## src/rtl/vga_pkg.sv

```systemverilog
// Shared video-path definitions: default RAM geometry, arbiter grant encoding
// and the write-FIFO entry width helper.
package vga_pkg;

    localparam int unsigned VGA_ADDR_W = 13;
    localparam int unsigned VGA_DATA_W = 8;

    typedef enum logic [1:0] {
        GNT_IDLE  = 2'd0,
        GNT_READ  = 2'd1,
        GNT_WRITE = 2'd2
    } grant_e;

    // A FIFO entry packs {addr, data}.
    function automatic int unsigned fifo_entry_w(input int unsigned aw, input int unsigned dw);
        return aw + dw;
    endfunction

endpackage

```

## src/rtl/vram_wr_fifo.sv

```systemverilog
// Synchronous write buffer for host VRAM writes; pointers carry one extra
// wrap bit so full/empty fall out of an MSB compare with no separate count.
module vram_wr_fifo
    import vga_pkg::*;
#(
    parameter int unsigned WIDTH = fifo_entry_w(VGA_ADDR_W, VGA_DATA_W),
    parameter int unsigned DEPTH = 4
) (
    input  logic             clk_i,
    input  logic             rst_ni,
    input  logic             push_i,
    input  logic [WIDTH-1:0] wdata_i,
    input  logic             pop_i,
    output logic [WIDTH-1:0] rdata_o,
    output logic             full_o,
    output logic             empty_o
);

    localparam int unsigned PTR_W = $clog2(DEPTH) + 1;
    localparam int unsigned IDX_W = PTR_W - 1;

    logic [PTR_W-1:0] wptr_q, wptr_d;
    logic [PTR_W-1:0] rptr_q, rptr_d;
    logic [WIDTH-1:0] mem_q [DEPTH];
    logic             do_push;
    logic             do_pop;

    assign full_o  = (wptr_q[PTR_W-1] != rptr_q[PTR_W-1]) &&
                     (wptr_q[IDX_W-1:0] == rptr_q[IDX_W-1:0]);
    assign empty_o = (wptr_q == rptr_q);
    assign rdata_o = mem_q[rptr_q[IDX_W-1:0]];

    // A full FIFO refuses the push even while popping: no pass-through path.
    assign do_push = push_i && !full_o;
    assign do_pop  = pop_i && !empty_o;

    always_comb begin
        wptr_d = wptr_q + PTR_W'(do_push);
        rptr_d = rptr_q + PTR_W'(do_pop);
    end

    always_ff @(posedge clk_i) begin
        if (!rst_ni) begin
            wptr_q <= '0;
            rptr_q <= '0;
        end else begin
            wptr_q <= wptr_d;
            rptr_q <= rptr_d;
        end
    end

    always_ff @(posedge clk_i) begin
        if (do_push) begin
            mem_q[wptr_q[IDX_W-1:0]] <= wdata_i;
        end
    end

endmodule

```

## src/rtl/vram_arbiter.sv

```systemverilog
// Single-port VRAM arbiter: scanout reads always win, buffered host writes
// drain into the cycles the scanout leaves free.
module vram_arbiter
    import vga_pkg::*;
#(
    parameter int unsigned ADDR_W     = VGA_ADDR_W,
    parameter int unsigned DATA_W     = VGA_DATA_W,
    parameter int unsigned FIFO_DEPTH = 4,
    parameter int unsigned CNT_W      = 16
) (
    input  logic              clock,
    input  logic              reset_n,
    input  logic              rd_req,
    input  logic [ADDR_W-1:0] rd_addr,
    output logic              rd_valid,
    output logic [DATA_W-1:0] rd_data,
    input  logic              wr_valid,
    output logic              wr_ready,
    input  logic [ADDR_W-1:0] wr_addr,
    input  logic [DATA_W-1:0] wr_data,
    output logic              busy,
    output logic [CNT_W-1:0]  stall_cnt,
    input  logic              stall_clr,
    output logic [ADDR_W-1:0] ram_addr,
    output logic              ram_we,
    output logic [DATA_W-1:0] ram_wdata,
    input  logic [DATA_W-1:0] ram_rdata
);

    localparam int unsigned ENTRY_W = fifo_entry_w(ADDR_W, DATA_W);

    grant_e             grant;
    logic [ENTRY_W-1:0] head;
    logic [ADDR_W-1:0]  head_addr;
    logic [DATA_W-1:0]  head_data;
    logic               fifo_full;
    logic               fifo_empty;
    logic               rd_valid_q;
    logic [CNT_W-1:0]   stall_cnt_q, stall_cnt_d;

    vram_wr_fifo #(
        .WIDTH (ENTRY_W),
        .DEPTH (FIFO_DEPTH)
    ) u_wr_fifo (
        .clk_i   (clock),
        .rst_ni  (reset_n),
        .push_i  (wr_valid),
        .wdata_i ({wr_addr, wr_data}),
        .pop_i   (grant == GNT_WRITE),
        .rdata_o (head),
        .full_o  (fifo_full),
        .empty_o (fifo_empty)
    );

    assign {head_addr, head_data} = head;

    always_comb begin
        grant = GNT_IDLE;
        if (rd_req) begin
            grant = GNT_READ;
        end else if (!fifo_empty) begin
            grant = GNT_WRITE;
        end
    end

    // Write enable is masked by reset so an in-flight drain is dropped cleanly.
    assign ram_addr  = (grant == GNT_WRITE) ? head_addr : rd_addr;
    assign ram_we    = (grant == GNT_WRITE) && reset_n;
    assign ram_wdata = head_data;

    assign rd_valid  = rd_valid_q;
    assign rd_data   = ram_rdata;
    assign wr_ready  = !fifo_full;
    assign busy      = !fifo_empty;
    assign stall_cnt = stall_cnt_q;

    always_comb begin
        stall_cnt_d = stall_cnt_q;
        if (stall_clr) begin
            stall_cnt_d = '0;
        end else if (wr_valid && !wr_ready && (stall_cnt_q != '1)) begin
            stall_cnt_d = stall_cnt_q + 1'b1;
        end
    end

    always_ff @(posedge clock) begin
        if (!reset_n) begin
            rd_valid_q  <= 1'b0;
            stall_cnt_q <= '0;
        end else begin
            rd_valid_q  <= rd_req;
            stall_cnt_q <= stall_cnt_d;
        end
    end

endmodule

```

## config.mk

```make
export PLATFORM = sky130hd
export DESIGN_NAME = vram_arbiter
export DESIGN_NICKNAME = d
export VERILOG_FILES = /design/src/rtl/vga_pkg.sv /design/src/rtl/vram_wr_fifo.sv /design/src/rtl/vram_arbiter.sv
export SDC_FILE = /design/constraint.sdc
export NUM_CORES = 1
export LEC_CHECK = 0
export ABC_CLOCK_PERIOD_IN_PS = 4210
export CORE_UTILIZATION = 45
export CTS_BUF_LIST = sky130_fd_sc_hd__clkbuf_8
export CTS_CLUSTER_DIAMETER = 100
export DETAILED_ROUTE_END_ITERATION = 10
export PLACE_DENSITY = 0.72
export SLEW_MARGIN = 20
export SYNTH_ARGS = -nofsm -noshare
export SYNTH_HDL_FRONTEND = slang
export SYNTH_SLANG_ARGS = --single-unit
```

## constraint.sdc

```tcl
create_clock -name clock -period 4.21 [get_ports clock]
set_clock_uncertainty 0.1 [all_clocks]
set_input_delay 0.842 -clock clock [delete_from_list [all_inputs] [get_ports clock]]
set_output_delay 0.842 -clock clock [all_outputs]
set_load 0.02 [all_outputs]
```

After elaboration in Yosys (flattened, before gate mapping) --
Memories as Yosys holds them, arrays and structs flattened. A register that Yosys moved wholly into a read port is not among the register bits. Cells that the tools add are included.
Cells by class: $add $sub $neg 3, multipliers 0, divide/modulo/power cells 0, $lt $le $gt $ge 0, equality and inequality tests 5, shift operators 0, muxes and demuxes 6, bitwise operators 1, reductions and logical operators 9
Operator list (count):
- $add A16 B1 Y16 const B | 1
- $ne A16 B16 Y1 const B | 1
- $mux W13 | 1
- $add A3 B1 Y3 | 2
- $logic_and A1 B1 Y1 | 6
- $mux W2 | 3
- $eq A3 B3 Y1 | 1
- $eq A2 B2 Y1 | 1
- $eq A2 B2 Y1 const B | 1
- $logic_not A1 Y1 | 2
- $mux W1 | 2
- $reduce_or A2 Y1 | 1
- $ne A1 B1 Y1 | 1
- $not A1 Y1 | 1
Storage, ports and cells: register bits 23, bits in latches 0, memory bits (writable) 84, memory bits (read-only) 0, input port bits 47, output and inout bits 49, word-level logic and storage cells 29, memories kept 1
Memories:
- u_wr_fifo.mem_q | depth 4, bits a word 21, rd ports 1, clocked after memory_dff 1, wr ports 1, line vram_wr_fifo.sv:24 | logic [WIDTH-1:0] mem_q [DEPTH];

Depth between registers and ports, before layout --
depth in word-level cells 7, depth in mapped cells 10

Hierarchy --
Synthesis repeated with hierarchy kept, for this count alone.
Unflattened totals: cells, all modules 277, area, all modules 4530.6 um^2
By module, submodules not included:
- vram_wr_fifo | instances 1, cells each 148, area an instance 3438.3 um^2, sequential area each 2642.5 um^2
- vram_arbiter | instances 1, cells each 129, area an instance 1092.3 um^2, sequential area each 340.3 um^2

Worst setup path before layout --
No wires, ideal clock.
path kind flip-flop to flip-flop, from register u_wr_fifo.rptr_q[0], to memory u_wr_fifo.mem_q[2][0] (netlist name) (enable), setup time 0.430 ns, arrival 2.882 ns, setup slack 0.798 ns, cell stages (with the launch flop) 7, buffers on the path 1, clock period less this slack 3.412 ns, cell sequence dfxtp_1 -> clkbuf_1 -> xor2_1 -> nor3_1 -> inv_1 -> nand2_1 -> nor3b_1
Between the ends: longest elaborated chain between the ends 6
RTL lines:
- start, declared | line vram_wr_fifo.sv:23 | logic [PTR_W-1:0] rptr_q, rptr_d;
- start signal, assigned | line vram_wr_fifo.sv:48 | rptr_q <= rptr_d;
- $eq A2 B2 Y1 | line vram_wr_fifo.sv:29 | (wptr_q[IDX_W-1:0] == rptr_q[IDX_W-1:0]);
- $logic_and A1 B1 Y1 | line vram_wr_fifo.sv:28 | assign full_o = (wptr_q[PTR_W-1] != rptr_q[PTR_W-1]) &&
- $logic_not A1 Y1
- via wr_ready | line vram_arbiter.sv:18 | output logic wr_ready,
- $logic_and A1 B1 Y1 | line vram_wr_fifo.sv:34 | assign do_push = push_i && !full_o;
- $mux W1 | line vram_wr_fifo.sv:53 | if (do_push) begin
- $mux W1 (implied by the code) | line vram_wr_fifo.sv:54 | mem_q[wptr_q[IDX_W-1:0]] <= wdata_i;
- end, declared | line vram_wr_fifo.sv:24
The timed path passes the listed nets, and every way through them passes these cells.

Final worst setup path --
from register u_wr_fifo.wptr_q[0], to output ram_addr[12]
Between the ends: longest elaborated chain between the ends 5
RTL lines:
- start, declared | line vram_wr_fifo.sv:22 | logic [PTR_W-1:0] wptr_q, wptr_d;
- start signal, assigned | line vram_wr_fifo.sv:47 | wptr_q <= wptr_d;
- $eq A3 B3 Y1 | line vram_wr_fifo.sv:30 | assign empty_o = (wptr_q == rptr_q);
- $mux W2 | line vram_arbiter.sv:61 | end else if (!fifo_empty) begin
- $mux W2 | line vram_arbiter.sv:59 | if (rd_req) begin
- $eq A2 B2 Y1 | line vram_arbiter.sv:67 | assign ram_addr = (grant == GNT_WRITE) ? head_addr : rd_addr;
- $mux W13 | line vram_arbiter.sv:67
- end, declared | line vram_arbiter.sv:24 | output logic [ADDR_W-1:0] ram_addr,
Every way passes these cells.

==> impl_results.md <==
- I/O Buffers: 79
- CTS tree: built
- First-pass GRT wire length: 13200 um
- Seq/Total Area, Yosys: 0.678
- Maximum vdd drop: 0.229 mV
- Mean Syn Cell Area: ~17 um^2
- Global Route Usage Sum: 0.176
- Fin crit period: around 3600 ps
- Measured slew at the worst slew-check pin: between 500 and 600 ps
- Clk sinks: between 100 and 150
- CP bufs+invs: 2
- Arrival time worst endpoint: 2680 ps
- Post-Synthesis Cell Area: 4400 um^2
- Slew HR: 0.609
- Clock root cell: clkbuf_8
- Drt first pass iters: 4
- YS warnings: 0
- Core Area: 9370 um^2
- Total wire length: 8190 um
- Post-cts gate resize count: 0
- Reg area: 2980 um^2
- Mapped Cells: 262
- Clock tree buffer depth: 2
- R2r setup slk: 1620 ps
- Most frequent cells in the layout: 84 x edfxtp_1, 79 x clkdlybuf4s50_1, 22 x dfxtp_1
- Worst R2R End: u_wr_fifo.mem_q[3][7]
- Synth unique cells: 35
- Post-DR wirelength/cell: 17.1 um
- Vias in the first global route: 2603
- Post-synth EDFFs: 84
- Critical Path Source: u_wr_fifo.wptr_q[0]
- Reg clk slew, reported paths: about 100 ps
- Die Y: between 100 and 150 um
- Ys async rst share: 0
- Post-layout nets: ~400
- Initial antenna violation count: 0
- Placed insts: 462
- CP Launch Type: register
- CTS Hold Bufs: 0
- Crit path capture type: primary output
- Final Slew Violations: 0
- Seq cells post-synth: between 100 and 150
- P&R area growth vs syn: 25.3%
- TritonCTS buffer count: 9
- HPWL Detailed: roughly 5600 um
- Prevailing post-synth register cell: edfxtp_1
- Worst R2R Start: u_wr_fifo.wptr_q[0]
- Critical path peak fanout: 15
- Hold Fails Final Rpt: 0
- Post-Synthesis Net Count: 314
- Fmax: 276 MHz
- Worst Reg2Reg Path Length in Cells: 7
- Final setup TNS: 0 ps
- Antenna viol nets, final: 0
- Required @ worst endpoint: 3270 ps
- Post-route insts no fill: 478
- Pwr dens: 418 nW/um^2
- Final setup fails: 0
- Post-CTS Setup Bufs: 0
- Multi-input logic area: 1330 um^2
- Clk Latency, worst-skew pair: 360 ps
- Levels on crit path: 6
- Die area: 10200 um^2
- Commonest non-fill, non-tap cell in the layout: edfxtp_1
- Row cnt: 35
- Worst path top cell family by delay: buffers and inverters
- Cells along the critical path: xor2_1, nor2_1, a21oi_2, buf_4, mux2_2, clkdlybuf4s50_1
- Layout cells sized above 1: 0.186
- GPL Wtd Cong: between 0.7 and 0.8
- Remaining global-route overflow: 0
- Critical path's slowest cell: clkdlybuf4s50_1
- Die width: 101 um
- Max-Cap Viols: 0
- Slowest stage delay, CP: 550 ps
- Crit share post-route: 0.861
- CP endpoint: ram_addr[12]
- Vias per inst: about 5.2
- Outcome: finished, final reports clean
- Starting Density: 0.469
- DRC viols: 0
- I/O Pins: 96
- Largest net degree at the start of global routing: 24
- Routed via count: ~2500
- Hold depth: 2
- # fillers: 749
- CTS H-Tree Depth: 3
- Lkg Pwr: 1.80 nW
- Hold Startpoint: stall_cnt[5]
- Hold/Removal Path Class: reg2reg
- DRT iter0 DRCs: 108
- Setup CP Type: reg2out
- N_diodes: 0
- RSZ-0062 raised after global routing: false
-- metrics by stage --
step                      total power, mW  hold slack, ps  utilization  cell area, um^2  setup slack, ps
after CTS                            2.34             421        0.588             5510              530
after global routing                 2.40             456        0.588             5510              429
after global placement               1.74             397        0.569             5330              719
final                                2.30             415        0.588             5510              584
after floorplan                      1.55             455            -             4400              798
after detailed placement             1.75             405        0.569             5330              698
-- worst min-delay path by stage --
| stage | to | slack, ps |
|---|---|---|
| after floorplan | u_wr_fifo.rptr_q[1] | 460 |
| after global placement | stall_cnt[1] | 400 |
| after detailed placement | stall_cnt[5] | 410 |
| after CTS | stall_cnt[5] | 420 |
| after global routing | stall_cnt[5] | 460 |
| final | stall_cnt[5] | 420 |
-- state kept, by name, summed over array words and instances, names as in the netlist --
name	flops
rd_valid	1
stall_cnt	16
u_wr_fifo.mem_q	84
u_wr_fifo.rptr_q	3
u_wr_fifo.wptr_q	3
-- synthesized netlist by cell type (all sizes together), types with 8 or more instances --
library cell / count / area (um^2)
mux2: 13 / 146
xor2: 10 / 87.6
mux4: 21 / 473
edfxtp: 84 / 2520
nand2: 8 / 30.0
nor2: 11 / 41.3
buf: 11 / 77.6
dfxtp: 23 / 460
xnor2: 8 / 70.1
and2: 10 / 62.6
-- per-layer routing --
metal  track usage  vias to the layer above  part of all wire
li1              -                     1178                 -
met1         0.206                     1248              0.43
met2         0.309                       74              0.51
met3        0.0444                        9             0.043
met4        0.0769                        0             0.015
met5             0                        -                 0
-- power breakdown --
group	internal, mW	switching, mW
Combinational	0.270	0.234
Clock	0.227	0.359
Sequential	1.19	0.0244
Total	1.68	0.617
-- final cells by class --
| type | instances | share of cell area |
|---|---|---|
| well taps | 129 | 0.0293 |
| clock inverters | 7 | 0.0104 |
| repair buffers | 87 | 0.154 |
| inverters | 2 | 0.00136 |
| clock buffers | 9 | 0.0225 |
| multi-input cells | 137 | 0.241 |
| flip-flops and latches | 107 | 0.541 |
-- worst min-delay path, stage by stage (launching register included) --
cell and delay [ps]:
dfxtp_1 350, o21ai_0 70, a21oi_1 60
-- kinds of logic after synthesis --
group                    share of synthesized area
XOR/XNOR                                    0.0358
buffers and inverters                       0.0236
flip-flops                                   0.678
multiplexers                                 0.141
AO/OA/AOI/OAI                               0.0228
adder cells (fa/ha/maj)                     0.0142
AND/OR/NAND/NOR                             0.0845
No activity file was read; power rests on OpenSTA's default activity.
